<file path="src/rtl/cordic_engine.sv">
// Iterative CORDIC engine: rotation and vectoring modes, one micro-rotation
// per clock, valid/ready on both sides, outputs carry the CORDIC gain.
module cordic_engine #(
  parameter int DATA_W = 16,
  parameter int ITERS  = 14,
  parameter int GUARD  = 2
) (
  input  logic              clk,
  input  logic              reset,
  input  logic              in_valid,
  output logic              in_ready,
  input  logic              in_mode,
  input  logic [DATA_W-1:0] in_x,
  input  logic [DATA_W-1:0] in_y,
  input  logic [DATA_W-1:0] in_z,
  output logic              out_valid,
  input  logic              out_ready,
  output logic [DATA_W-1:0] out_x,
  output logic [DATA_W-1:0] out_y,
  output logic [DATA_W-1:0] out_z,
  output logic              out_mode,
  output logic              busy
);

  localparam int XW = DATA_W + 2 * GUARD;
  localparam int ZW = DATA_W + GUARD;
  localparam int CW = $clog2(ITERS + 1);
  localparam real PI = 3.14159265358979323846;

  localparam logic signed [XW:0] RND =
    (XW+1)'(1 << (GUARD - 1));
  localparam logic [ZW-1:0] ZRND =
    ZW'(1 << (GUARD - 1));
  localparam logic signed [XW:0] SMAX =
    (XW+1)'((1 << (DATA_W - 1)) - 1);
  localparam logic signed [XW:0] SMIN = ~SMAX;

  typedef enum logic [2:0] {
    IDLE, PRE, ITER, POST, DONE
  } state_t;

  function automatic logic [ZW-1:0] atan_val(
    input int i
  );
    real a;
    a = $atan(1.0 / (2.0 ** i)) * (2.0 ** ZW)
        / (2.0 * PI);
    return ZW'($rtoi(a + 0.5));
  endfunction

  function automatic logic [DATA_W-1:0] sat(
    input logic signed [XW:0] v
  );
    if (v > SMAX)
      return SMAX[DATA_W-1:0];
    else if (v < SMIN)
      return SMIN[DATA_W-1:0];
    else
      return v[DATA_W-1:0];
  endfunction

  state_t                  state;
  logic                    mode_r;
  logic signed [XW-1:0]    x_r;
  logic signed [XW-1:0]    y_r;
  logic        [ZW-1:0]    z_r;
  logic        [CW-1:0]    cnt;

  // arctangent ROM, fixed at elaboration
  logic [ZW-1:0] atan_rom [2**CW];
  for (genvar g = 0; g < 2**CW; g++) begin : g_rom
    localparam logic [ZW-1:0] A = atan_val(g);
    assign atan_rom[g] = A;
  end

  logic                 accept;
  logic signed [XW-1:0] x_in;
  logic signed [XW-1:0] y_in;
  logic        [ZW-1:0] z_in;
  logic signed [XW-1:0] xs;
  logic signed [XW-1:0] ys;
  logic                 dpos;
  logic signed [XW:0]   xq;
  logic signed [XW:0]   yq;
  logic        [ZW-1:0] zq;

  assign in_ready = (state == IDLE) ||
                    (state == DONE && out_ready);
  assign busy   = (state != IDLE);
  assign accept = in_valid && in_ready;

  assign x_in = {{GUARD{in_x[DATA_W-1]}},
                 in_x, {GUARD{1'b0}}};
  assign y_in = {{GUARD{in_y[DATA_W-1]}},
                 in_y, {GUARD{1'b0}}};
  assign z_in = {in_z, {GUARD{1'b0}}};

  assign xs   = x_r >>> cnt;
  assign ys   = y_r >>> cnt;
  assign dpos = mode_r ? y_r[XW-1] : !z_r[ZW-1];

  assign xq = ($signed({x_r[XW-1], x_r}) + RND)
              >>> GUARD;
  assign yq = ($signed({y_r[XW-1], y_r}) + RND)
              >>> GUARD;
  assign zq = z_r + ZRND;

  always_ff @(posedge clk or posedge reset) begin
    if (reset) begin
      state     <= IDLE;
      mode_r    <= 1'b0;
      x_r       <= '0;
      y_r       <= '0;
      z_r       <= '0;
      cnt       <= '0;
      out_valid <= 1'b0;
      out_x     <= '0;
      out_y     <= '0;
      out_z     <= '0;
      out_mode  <= 1'b0;
    end else begin
      unique case (state)
        IDLE: begin
          if (accept) begin
            mode_r <= in_mode;
            x_r    <= x_in;
            y_r    <= y_in;
            z_r    <= z_in;
            state  <= PRE;
          end
        end
        PRE: begin
          cnt   <= '0;
          state <= ITER;
          if (mode_r) begin
            if (x_r[XW-1]) begin
              x_r <= -x_r;
              y_r <= -y_r;
              z_r <= {1'b1, {(ZW-1){1'b0}}};
            end else begin
              z_r <= '0;
            end
          end else if (z_r[ZW-1] ^ z_r[ZW-2]) begin
            // fold [90,270) into the convergence range
            x_r <= -x_r;
            y_r <= -y_r;
            z_r <= {~z_r[ZW-1], z_r[ZW-2:0]};
          end
        end
        ITER: begin
          if (dpos) begin
            x_r <= x_r - ys;
            y_r <= y_r + xs;
            z_r <= z_r - atan_rom[cnt];
          end else begin
            x_r <= x_r + ys;
            y_r <= y_r - xs;
            z_r <= z_r + atan_rom[cnt];
          end
          if (cnt == CW'(ITERS - 1)) begin
            cnt   <= '0;
            state <= POST;
          end else begin
            cnt <= cnt + 1'b1;
          end
        end
        POST: begin
          out_x     <= sat(xq);
          out_y     <= sat(yq);
          out_z     <= DATA_W'(zq >> GUARD);
          out_mode  <= mode_r;
          out_valid <= 1'b1;
          state     <= DONE;
        end
        DONE: begin
          if (out_ready) begin
            out_valid <= 1'b0;
            if (in_valid) begin
              mode_r <= in_mode;
              x_r    <= x_in;
              y_r    <= y_in;
              z_r    <= z_in;
              state  <= PRE;
            end else begin
              state <= IDLE;
            end
          end
        end
        default: state <= IDLE;
      endcase
    end
  end

endmodule

</file>
<file path="config.mk">
export PLATFORM = sky130hd
export DESIGN_NAME = cordic_engine
export DESIGN_NICKNAME = d
export VERILOG_FILES = /design/src/rtl/cordic_engine.sv
export SDC_FILE = /design/constraint.sdc
export NUM_CORES = 1
export LEC_CHECK = 0
export CAP_MARGIN = 20
export CORE_MARGIN = 2
export CORE_UTILIZATION = 49
export DETAILED_ROUTE_END_ITERATION = 12
export PLACE_DENSITY = 0.8
export SYNTH_ARGS = -nofsm -noshare
export SYNTH_HDL_FRONTEND = slang
export SYNTH_SLANG_ARGS = --single-unit
</file>
<file path="constraint.sdc">
create_clock -name clk -period 4.8 [get_ports clk]
set_clock_uncertainty 0.05 [all_clocks]
set_input_delay 1.2 -clock clk [delete_from_list [all_inputs] [get_ports clk]]
set_output_delay 1.2 -clock clk [all_outputs]
set_load 0.02 [all_outputs]
</file>
After elaboration in Yosys (flattened, before gate mapping)
Memory sizes are Yosys's and may differ from the RTL's.
Index checks and enable logic that the tools add are counted.
{"block": "word_totals", "regBits": 116, "latchBits": 0, "ram_bits": 0, "mem_bits_ro": 288, "inputBits": 53, "elab_cells": 108, "n_memories": 1}
{"block": "classes", "addsub": 12, "multipliers": 0, "div_mod_pow": 0, "n_lt_le_gt_ge": 5, "eq_ne": 12, "shifts": 2, "n_mux": 44, "bitwise": 3, "reduce_logical": 16}
{"name": "(name not given)", "depth": 16, "width": 18, "rd": 1, "rd_clocked_by_memory_dff": 0, "wr": 0, "line_no": "158", "source": "z_r <= z_r + atan_rom[cnt];"}
{"operator": "$mux 20", "count": 14}
{"operator": "$mux 18", "count": 9}
{"operator": "$pmux 20 s4", "count": 2}
{"operator": "$pmux 18 s4", "count": 1}
{"operator": "$mux 16", "count": 4}
{"operator": "$add 20x3->21 const B", "count": 2}
{"operator": "$add 20x20->20", "count": 2}
{"operator": "$neg 20->20", "count": 2}
{"operator": "$sshr 20x4->20", "count": 2}
{"operator": "$sub 20x20->20", "count": 2}
{"operator": "$gt 19x16->1 const B", "count": 2}
{"operator": "$lt 19x16->1 const B", "count": 2}
{"operator": "$add 18x18->18", "count": 1}
{"operator": "$add 18x2->18 const B", "count": 1}
{"operator": "$sub 18x18->18", "count": 1}
{"operator": "$pmux 3 s5", "count": 1}
{"operator": "$ne 2x2->1 const B", "count": 5}
{"operator": "$reduce_and 5->1", "count": 2}
{"operator": "$mux 3", "count": 3}
{"operator": "$pmux 4 s2", "count": 1}
{"operator": "$eq 3x2->1 const B", "count": 2}
{"operator": "$mux 1", "count": 6}
{"operator": "$ne 3x3->1 const B", "count": 2}
{"operator": "$reduce_and 6->1", "count": 1}
{"operator": "other kinds (20)", "count": 24}

Logic depth before layout (Yosys ltp)
{"block": "depth", "ltp_word": 7, "mapped_depth": 23, "depth_no_buf": 20}

Worst setup path before layout
No wires, ideal clock.
{"block": "synth_path", "path_type": "reg2reg", "from": "register cnt[0]", "to": "register y_r[18]", "setup_time_ns": 0.069, "arrival_time_ns": 4.685, "required_time_ns": 4.681, "path_slack_ns": -0.004, "stages_incl_launch_ff": 19, "synth_period_minus_slack_ns": 4.804, "cell_sequence": "dfrtp_1 buf_6 mux4_1 mux2_2 nor2_2 a32oi_1 or4_1 clkbuf_1 nand2_1 xnor2_1 ha_1 o2111ai_1 o21bai_1 a31oi_1 nor4_1 o41ai_1 a21oi_1 or4b_2 nand3_1"}
{"block": "synth_via", "elab_chain_len": 4}
{"item": "start, declared", "line_no": "67", "source": "logic [CW-1:0] cnt;"}
{"item": "start signal, assigned", "line_no": "164", "source": "cnt <= cnt + 1'b1;"}
{"item": "$sshr 20x4->20 *", "line_no": "98", "source": "assign xs = x_r >>> cnt;"}
{"item": "$sub 20x20->20 / $add 20x20->20 (equally long branches)", "line_no": "157, 153"}
{"item": "$mux 20 *", "line_no": "151", "source": "if (dpos) begin"}
{"item": "$pmux 20 s4 *", "line_no": "122", "source": "unique case (state)"}
{"item": "end signal, assigned", "line_no": "127", "source": "y_r <= y_in;"}
{"item": "end signal, assigned", "line_no": "153", "source": "y_r <= y_r + xs;"}
{"item": "end signal, assigned", "line_no": "157", "source": "y_r <= y_r - xs;"}
{"item": "end, declared", "line_no": "65", "source": "logic signed [XW-1:0] y_r;"}
Mark *: on every way between the ends. The rest lies on a longest branch, timed or not.
A chain may end at the register's enable or synchronous reset.

Final worst setup path
{"block": "layout_path", "from": "register cnt[0]", "to": "register y_r[16]"}
The elaborated chain is that of the path after synthesis.

==> results_dict.tcl <==
set metrics [dict create \
    vias 13437 \
    antenna_found_initial 0 \
    grt_use_total_pct 31.0 \
    cp.required_ps 5120 \
    clock_sinks 116 \
    grt_pass1_wl_um 66500 \
    layout_commonest_cell "buf_4" \
    status "finished with violations" \
    slew_headroom_pct 33.9 \
    slowest_stage "mux4_1" \
    cts_tree "built" \
    worstSetupPathType "reg -> reg" \
    fillers 2093 \
    place_hpwl_um 31100 \
    drtPass1Iterations 7 \
    grt_pass1_vias 12770 \
    die-area_um2 27300 \
    synth.distinct_cells 96 \
    crit_path_start "cnt[0]" \
    hold_violations 0 \
    crit_path_max_fanout 8 \
    htree_levels 4 \
    final_util_pct 64.3 \
    start_util_pct 50.2 \
    synthToLayoutAreaGrowth_pct 28.0 \
    io_pins 105 \
    pre_cts_ws_ps -62.2 \
    min_from "out_z[10]" \
    drv_slew 0 \
    async_flop_share_pct 100 \
    arrival_ps 5130 \
    syn_avg_cell_area_um2 8.16 \
    portBuffers 104 \
    hp-class "reg -> reg" \
    syn_area_um2 12700 \
    synth-seq-area-share_pct 22.8 \
    fin_nets 1908 \
    syn-num-nets 1692 \
    ys.flop_type "dfrtp_1" \
    cpMostUsedCell "buf_4" \
    drv_cap 0 \
    cts_buffer_depth 2 \
    ys_ff_latch 116 \
    diodes 0 \
    setup_viol 2 \
    hold_ws_ps 427 \
    drt_iter0_drc 1565 \
    min_period_ps 4810 \
    synth_cells 1558 \
    finalCritPeriodShare_pct 100 \
    via_per_inst 6.35 \
    drive_above_1_share_pct 23.1 \
    wirelength_um 43100 \
    final_area_um2 16300 \
    clock.fmax_mhz 208 \
    r2r-start "cnt[0]" \
    fp.coreArea_um2 25300 \
    most-common-layout-cells "buf_4 (202), nand2_1 (143), nor2_1 (138)" \
    violations "negative setup slack" \
    die_h_um 165 \
    path_clk_slew_ps 60 \
    row_count 58 \
    final_antenna_net_count 0 \
    critPathMaxStageDelay_ps 580 \
    worst_slew_pin_slew_ps 989 \
    crit_path_end_kind "flop" \
    cts_buffers 17 \
    cts_root_buffer "clkbuf_16" \
    dpl-instance-area_um2 15000 \
    synth-edff-count 0 \
    finalWeightedCongestion 1.00 \
    grt_overflow 0 \
    wl_per_cell_um 20.4 \
    yosys_warnings 0 \
    drc_errors 0 \
    path_cells "buf_4 > mux4_1 > mux2_2 > o21ai_2 > ha_2 > nor2b_4 > a21oi_1 > xnor2_1 > ha_1 > buf_4 > or3_4 > o21bai_4 > a31oi_4 > nor4_4 > o41ai_2 > buf_4 > buf_4 > buf_4 > buf_4 > xor2_1 > nand2_1 > a21oi_2" \
    grt_max_degree 66 \
    rsz0062_at_grt "yes" \
    clkLatencyLatePin_ps 430 \
    fp.dieW_um 165 \
    setup_slack_ps -10.8 \
    critPathLaunchType "flop" \
]
flip-flops by register name, indices dropped and copies added (netlist names):
name,count
y_r,20
mode_r,1
out_x,16
state,3
x_r,20
out_mode,1
cnt,4
z_r,18
out_y,16
out_z,16
out_valid,1
kinds of logic after synthesis:
family | count (synthesis) | share of synthesized area [%]
and+or+nand+nor | 504 | 19.3
buffers and inverters | 161 | 5.66
adders and majority gates | 81 | 8.14
muxes | 88 | 10.6
DFF | 116 | 22.8
AOI/OAI and AO/OA | 461 | 23.4
xor gates and xnor gates | 147 | 10.1
critical path, delay by kind of cell (launching register included):
family,cells,cell delay [ps]
AND/OR/NAND/NOR,4,950
multiplexers,2,910
buffers and inverters,6,800
AO/OA/AOI/OAI,6,800
flip-flops,1,500
adder cells (fa/ha/maj),2,440
XOR/XNOR,2,300
timing repair:
| action | CTS | global route |
|---|---|---|
| buffers inserted | 8 | 20 |
| hold buffers | 0 | 0 |
| pin swaps | 2 | 48 |
| setup endpoints to repair | 8 | 18 |
| gates cloned | 0 | 1 |
| endpoints found under the hold margin | 0 | 0 |
| resized for setup | 10 | 105 |
metrics by stage:
stage,instances,TNS [ps]
2_1_floorplan,1558,0
3_3_place_gp,2055,-98.9
3_5_place_dp,2055,-120
4_1_cts,2095,0
5_1_grt,2117,-1000
6_report,2117,-12.1
worst paths after layout:
| path | end | slack [ps] | depth (start not counted) |
|---|---|---|---|
| worst max-delay path | y_r[16] | -10 | 22 |
| worst min-delay path | out_z[10] | 430 | 2 |
| worst max register to register | y_r[16] | -10 | 22 |
| worst min register to register | out_z[10] | 430 | 2 |
| max in group asynchronous | y_r[14] | 2660 | 3 |
| min in group asynchronous | cnt[3] | 1250 | 2 |
area by class of cell:
cell class                 instances  area, um^2  area share, %
clock inverter                    12         129          0.791
clock buffer                      20         457           2.80
tap                              330         413           2.54
timing repair buffer             316        2720           16.7
sequential                       116        2910           17.8
multi-input combinational       1281        9500           58.3
inverter                          42         160          0.984
routing by layer:
layer | part of all wire, % | track usage (%)
met1 | 41 | 40.1
met2 | 47 | 51.6
met3 | 8.4 | 4.97
met4 | 3.7 | 12.6
met5 | 0 | 0
synthesized netlist by cell type (all sizes together) (19+ instances only):
library cell	count	area share, %
a21o	20	1.2
a21oi	105	4.2
a221oi	19	1.5
and3	21	1.0
buf	35	1.9
clkbuf	83	2.4
dfrtp	116	23
ha	78	7.7
inv	41	1.2
mux2	29	2.6
mux2i	27	2.1
mux4	32	5.9
nand2	147	4.3
nand2b	20	1.0
nand3	32	1.3
nor2	144	4.3
nor3	37	1.5
o21ai	154	6.1
or3	20	1.1
xnor2	87	6.0
xor2	60	4.1
Power is left out: the tool's default activity adds up to more than one toggle a clock period on the data nets, which glitch-free logic cannot reach.
